===== config.mk =====
export PLATFORM = sky130hd
export DESIGN_NAME = ram_dma
export DESIGN_NICKNAME = d
export VERILOG_FILES = /design/src/rtl/ram_dma.sv
export SDC_FILE = /design/constraint.sdc
export NUM_CORES = 1
export LEC_CHECK = 0
export CAP_MARGIN = 40
export CORE_ASPECT_RATIO = 0.7
export CORE_MARGIN = 2
export CORE_UTILIZATION = 45
export CTS_BUF_LIST = sky130_fd_sc_hd__clkbuf_2 sky130_fd_sc_hd__clkbuf_4 sky130_fd_sc_hd__clkbuf_8
export DETAILED_ROUTE_END_ITERATION = 16
export PLACE_DENSITY = 0.74
export RECOVER_POWER = 25
export SYNTH_ARGS = -nofsm -noshare
export SYNTH_HDL_FRONTEND = slang
export SYNTH_SLANG_ARGS = --single-unit

===== constraint.sdc =====
create_clock -name clk -period 4.5 [get_ports clk]
set_clock_uncertainty 0.05 [all_clocks]
set_input_delay 0.9 -clock clk [delete_from_list [all_inputs] [get_ports clk]]
set_output_delay 0.9 -clock clk [all_outputs]
set_load 0.02 [all_outputs]

===== src/rtl/ram_dma.sv =====
// ============================================================================
// Module   : ram_dma
// Purpose  : Block copy / fill initiator that owns one single-port RAM port.
// Revision : 1.0 - initial release
// ============================================================================
`default_nettype none

module ram_dma #(
    parameter int DATA_BITS = 8,
    parameter int SIZE      = 256,
    parameter int ADDR_BITS = $clog2(SIZE)
) (
    input  logic                 clk,
    input  logic                 rst,
    input  logic                 start,
    input  logic                 mode,
    input  logic [ADDR_BITS-1:0] src,
    input  logic [ADDR_BITS-1:0] dst,
    input  logic [ADDR_BITS:0]   len,
    input  logic [DATA_BITS-1:0] fill_value,
    input  logic                 abort,
    output logic                 busy,
    output logic                 done,
    output logic                 ram_en,
    output logic                 ram_wr,
    output logic [ADDR_BITS-1:0] ram_addr,
    output logic [DATA_BITS-1:0] ram_wdata,
    input  logic [DATA_BITS-1:0] ram_rdata
);

    localparam logic [1:0] c_IDLE  = 2'd0;
    localparam logic [1:0] c_READ  = 2'd1;
    localparam logic [1:0] c_WRITE = 2'd2;

    localparam logic [ADDR_BITS:0] c_IDX_ONE = {{ADDR_BITS{1'b0}}, 1'b1};

    logic [1:0]           r_state;
    logic                 r_mode;
    logic [ADDR_BITS-1:0] r_src;
    logic [ADDR_BITS-1:0] r_dst;
    logic [ADDR_BITS:0]   r_len;
    logic [DATA_BITS-1:0] r_fill;
    logic [ADDR_BITS:0]   r_idx;
    logic [DATA_BITS-1:0] r_data;
    logic                 r_done;

    logic [ADDR_BITS:0]   w_idx_next;

    assign w_idx_next = r_idx + c_IDX_ONE;

    // All RAM-side outputs decode from registers only.
    assign busy      = (r_state != c_IDLE);
    assign ram_en    = busy;
    assign ram_wr    = (r_state == c_WRITE);
    assign ram_wdata = (ram_wr && r_mode) ? r_fill : r_data;
    assign done      = r_done;

    always_comb begin
        ram_addr = '0;
        case (r_state)
            c_READ:  ram_addr = r_src + r_idx[ADDR_BITS-1:0];
            c_WRITE: ram_addr = r_dst + r_idx[ADDR_BITS-1:0];
            default: ram_addr = '0;
        endcase
    end

    always_ff @(posedge clk) begin
        if (rst) begin
            r_state <= c_IDLE;
            r_mode  <= 1'b0;
            r_src   <= '0;
            r_dst   <= '0;
            r_len   <= '0;
            r_fill  <= '0;
            r_idx   <= '0;
            r_data  <= '0;
            r_done  <= 1'b0;
        end else begin
            r_done <= 1'b0;
            case (r_state)
                c_IDLE: begin
                    // abort wins over a simultaneous start
                    if (start && !abort) begin
                        r_mode <= mode;
                        r_src  <= src;
                        r_dst  <= dst;
                        r_len  <= len;
                        r_fill <= fill_value;
                        r_idx  <= '0;
                        if (len == '0) begin
                            r_done <= 1'b1;
                        end else begin
                            r_state <= mode ? c_WRITE : c_READ;
                        end
                    end
                end
                c_READ: begin
                    if (abort) begin
                        r_state <= c_IDLE;
                    end else begin
                        r_data  <= ram_rdata;
                        r_state <= c_WRITE;
                    end
                end
                c_WRITE: begin
                    if (abort) begin
                        r_state <= c_IDLE;
                    end else if (w_idx_next == r_len) begin
                        r_state <= c_IDLE;
                        r_done  <= 1'b1;
                    end else begin
                        r_idx   <= w_idx_next;
                        r_state <= r_mode ? c_WRITE : c_READ;
                    end
                end
                default: r_state <= c_IDLE;
            endcase
        end
    end

endmodule

`default_nettype wire


==> qor.tcl <==
set qor(cts.sinks) 54
set qor(regArea_sq_um) 1080
set qor(worstReg2RegStart) {r_idx[0]}
set qor(pwr-share-seq_pct) 47.3
set qor(crit_path_top_delay_cell) {sky130_fd_sc_hd__clkdlybuf4s50_1}
set qor(timing.final.crit_share_pct) 96.1
set qor(clk_transition_reported_paths_ps) 100
set qor(route.final.wire_length_microns) 7370
set qor(dominantRegCellSynth) {sky130_fd_sc_hd__dfxtp_1}
set qor(post_route_cells_drive_above_1_share_pct) 10.1
set qor(ys_seq_elements) 54
set qor(drt_first_iter_violations) 164
set qor(detailed_place_hpwl_microns) 5430
set qor(final-instance-count-excl-fill) 493
set qor(cp-end-kind) {output port}
set qor(design.portCount) 66
set qor(postCtsHoldBufs) 0
set qor(p_total_w) 0.00112
set qor(cts.htree.levels) 2
set qor(power.switching_fraction_pct) 31.6
set qor(crit_required_ps) 3550
set qor(buffer_ports.inserted) 65
set qor(first_global_vias) 2485
set qor(power_share_of_the_clock_group_pct) 24.9
set qor(criticalPathCategory) {flip-flop to output port}
set qor(core_region_area_sq_um) 6310
set qor(post_route_standard_cell_area_excluding_fillers_sq_um) 3780
set qor(type_of_the_most_critical_hold_path) {flip-flop to flip-flop}
set qor(post_synthesis_instance_area_sq_um) 2990
set qor(placed_cell_area_sq_um) 3670
set qor(crit_path_cell_trace) {inv_1, ha_4, mux2_2, ha_1, inv_1, fa_1, nor2b_1, o21ai_0, nand2b_1, a21o_1, a21oi_1, mux2i_1, clkdlybuf4s50_1}
set qor(place_inst) 485
set qor(whs_path_depth) 2
set qor(total_number_of_vias) 2675
set qor(initial_core_util_pct) 47.3
set qor(synthDistinctLibCells) 45
set qor(die_area_sq_um) 7310
set qor(worst_path_largest_cell_delay_ps) 620
set qor(placement_rows) 24
set qor(synthToLayoutAreaGrowth_pct) 26.7
set qor(critical-path-top-cell-by-count) {sky130_fd_sc_hd__inv_1}
set qor(synth_compound_area_share_pct) 14.6
set qor(net-switching-power_w) 0.000354
set qor(synth_edf_count) 0
set qor(cts_made_buffers) 5
set qor(outcome) {completed}
set qor(ys.warnings.count) 0
set qor(post_synth_xor_area_fraction_pct) 5.57
set qor(seq_area_frac_synth_pct) 36.2
set qor(leakagePower_nw) 1.49
set qor(finalNetCount) 473
set qor(setup_total_negative_slack_ps) 0
set qor(nFillCells) 574
set qor(worstPathArrival_ps) 3370
set qor(startpoint_type) {flip-flop}
set qor(synth.net_count) 418
set qor(floorplan.die.width_microns) 101
set qor(synthAdderAreaFrac_pct) 5.70
set qor(fp.dieH_microns) 72.1
set qor(area_used_by_multi_input_combinational_logic_sq_um) 1790
set qor(ratio_of_total_power_to_cell_area_nw_per_um2) 296
set qor(postSynthCellCount) 359
set qor(timing.final.max_slew_violations) 0
set qor(cts.root.buffer_cell) {sky130_fd_sc_hd__clkbuf_8}
set qor(finalSetupViolCount) 0
set qor(synth.area.mux_share_pct) 9.77
set qor(grt_pass1_wl_microns) 11700
set qor(drt_pass1_iterations) 4
set qor(cts_tree) {done}
set qor(syn_avg_cell_area_sq_um) 8.32
set qor(antenna_left) 0
set qor(maxCapViolations) 0
set qor(timing.rr.end) {r_idx[2]}
set qor(worst_hold_startpoint) {r_fill[5]}
set qor(p_int_w) 0.000767
set qor(final_hold_viol_count) 0
set qor(holdPathEnd) {r_fill[5]}
set qor(clock_path_buffers) 2
set qor(async_reset_ff_share_pct) 0
set qor(initial_antenna_violation_count) 0
set qor(drc) 0
set qor(antenna_cells) 0
set qor(slew_headroom_pct) 38.5
set qor(reg2regPathDepth) 7
set qor(detail_route.vias_per_cell) 5.43
set qor(timing.reg2reg.setup_slack_ps) 1760
set qor(wl_per_cell_microns) 15.0
set qor(grt_start_max_net_pins) 49
set qor(yosys.area_share.simple_pct) 23.5
set qor(overflow) 0
set qor(globalRouteTotalUtil_pct) 20.4
set qor(post-route-min-period_ps) 4320
set qor(timing_worst_slew_pin_value_ps) 921
set qor(place.gp.congestion) 0.819
set qor(comb_power_share_pct) 27.8
set qor(synth_top_family_by_area) {simple AND/OR/NAND/NOR gates}
set qor(achievable-frequency_mhz) 231
set qor(worst_skew_pair.late_latency_ps) 310
set qor(ir_drop_uv) 160
set qor(worstPathMaxFanout) 8
==> per-stage QoR <==
step / utilization, % / hold slack (ps) / setup slack (ps)
2_1_floorplan: - / 383 / 638
3_3_place_gp: 58.0 / 391 / 409
3_5_place_dp: 58.2 / 396 / 296
4_1_cts: 59.7 / 410 / 15.8
5_1_grt: 60.0 / 432 / -16.9
6_report: 60.0 / 408 / 175
==> cells in the final DEF (no fill, tap or decap), drive strengths merged, types with 6 or more instances in the layout <==
master,n
mux2i,10
inv,10
ha,12
dfxtp,54
nor2,17
clkdlybuf4s50,62
a21oi,44
and3,6
nand3,9
nor3,6
mux2,17
xor2,8
xnor2,11
nand4,7
nand2,79
==> state kept, by name (all words and copies together), names as in the netlist <==
| signal | cells |
|---|---|
| r_src | 8 |
| r_fill | 8 |
| done | 1 |
| r_mode | 1 |
| r_dst | 8 |
| r_state | 2 |
| r_idx | 9 |
| r_data | 8 |
| r_len | 9 |
==> worst max-delay path by stage <==
stage                from           to  depth (start not counted)
4_1_cts        r_state[0]  ram_addr[7]                         11
3_5_place_dp   r_state[0]  ram_addr[7]                         11
2_1_floorplan  r_state[0]  ram_addr[6]                         13
5_1_grt        r_state[0]  ram_addr[6]                         13
6_report       r_state[0]  ram_addr[6]                         13
3_3_place_gp   r_state[0]  ram_addr[7]                         11
==> kinds of logic (layout without fill, tap and decap cells) <==
group,after synthesis,count (layout)
muxes,27,27
AOI/OAI and AO/OA,68,68
DFF,54,54
adders and majority gates,13,13
xor gates and xnor gates,19,19
and+or+nand+nor,147,147
buffers and inverters,31,87
==> synth_stat cells (4+ instances only) <==
master	number	share of area [%]
sky130_fd_sc_hd__nor2_1	17	2.1
sky130_fd_sc_hd__clkbuf_1	13	1.6
sky130_fd_sc_hd__and3_1	6	1.3
sky130_fd_sc_hd__o311ai_2	4	2.2
sky130_fd_sc_hd__and2_1	5	1.0
sky130_fd_sc_hd__mux2_2	17	6.4
sky130_fd_sc_hd__nand3_1	8	1.3
sky130_fd_sc_hd__dfxtp_1	54	36
sky130_fd_sc_hd__ha_1	12	5.0
sky130_fd_sc_hd__nand4_1	7	1.5
sky130_fd_sc_hd__nor2b_1	5	1.0
sky130_fd_sc_hd__inv_1	9	1.1
sky130_fd_sc_hd__xnor2_1	11	3.2
sky130_fd_sc_hd__a21oi_1	44	7.4
sky130_fd_sc_hd__nor3_1	6	1.0
sky130_fd_sc_hd__xor2_1	8	2.3
sky130_fd_sc_hd__nor4_1	4	0.84
sky130_fd_sc_hd__mux2i_1	10	3.4
sky130_fd_sc_hd__nand2_1	79	9.9
==> critical path: cells and delay by family (launching register included) <==
family	cells	cell delay, ps
buffers and inverters	3	830
adders and majority gates	3	600
muxes	2	550
AOI/OAI and AO/OA	3	540
DFF	1	360
and+or+nand+nor	2	180
==> power by group through the flow <==
stage	Combinational (W)	Clock, W	Sequential (W)
final	0.000312	0.000279	0.000531
after global routing	0.000338	0.000304	0.000535
after CTS	0.000309	0.000285	0.000529
after detailed placement	0.000306	0	0.000540
after global placement	0.000299	0	0.000538
after floorplan	0.000195	0	0.000533
==> repair_timing <==
action / in CTS / in global routing
resized for setup: 1 / 3
buffers inserted: 0 / 0
endpoints found under the setup margin: 1 / 2
==> layer usage <==
layer  routed length, microns  track usage, %
met5                        0               0
met4                       30            4.65
met3                      451            4.82
met1                     3560            28.6
met2                     3330            32.1
==> final cells by class <==
class                           instances  share of cell area (%)
Multi-Input combinational cell        274                    47.2
Sequential cell                        54                    28.6
Tap cell                               78                    2.58
Clock buffer                            5                    1.82
Inverter                                9                   0.893
Clock inverter                          3                   0.661
Timing Repair Buffer                   70                    18.3
No activity file was read; power rests on OpenSTA's default activity.
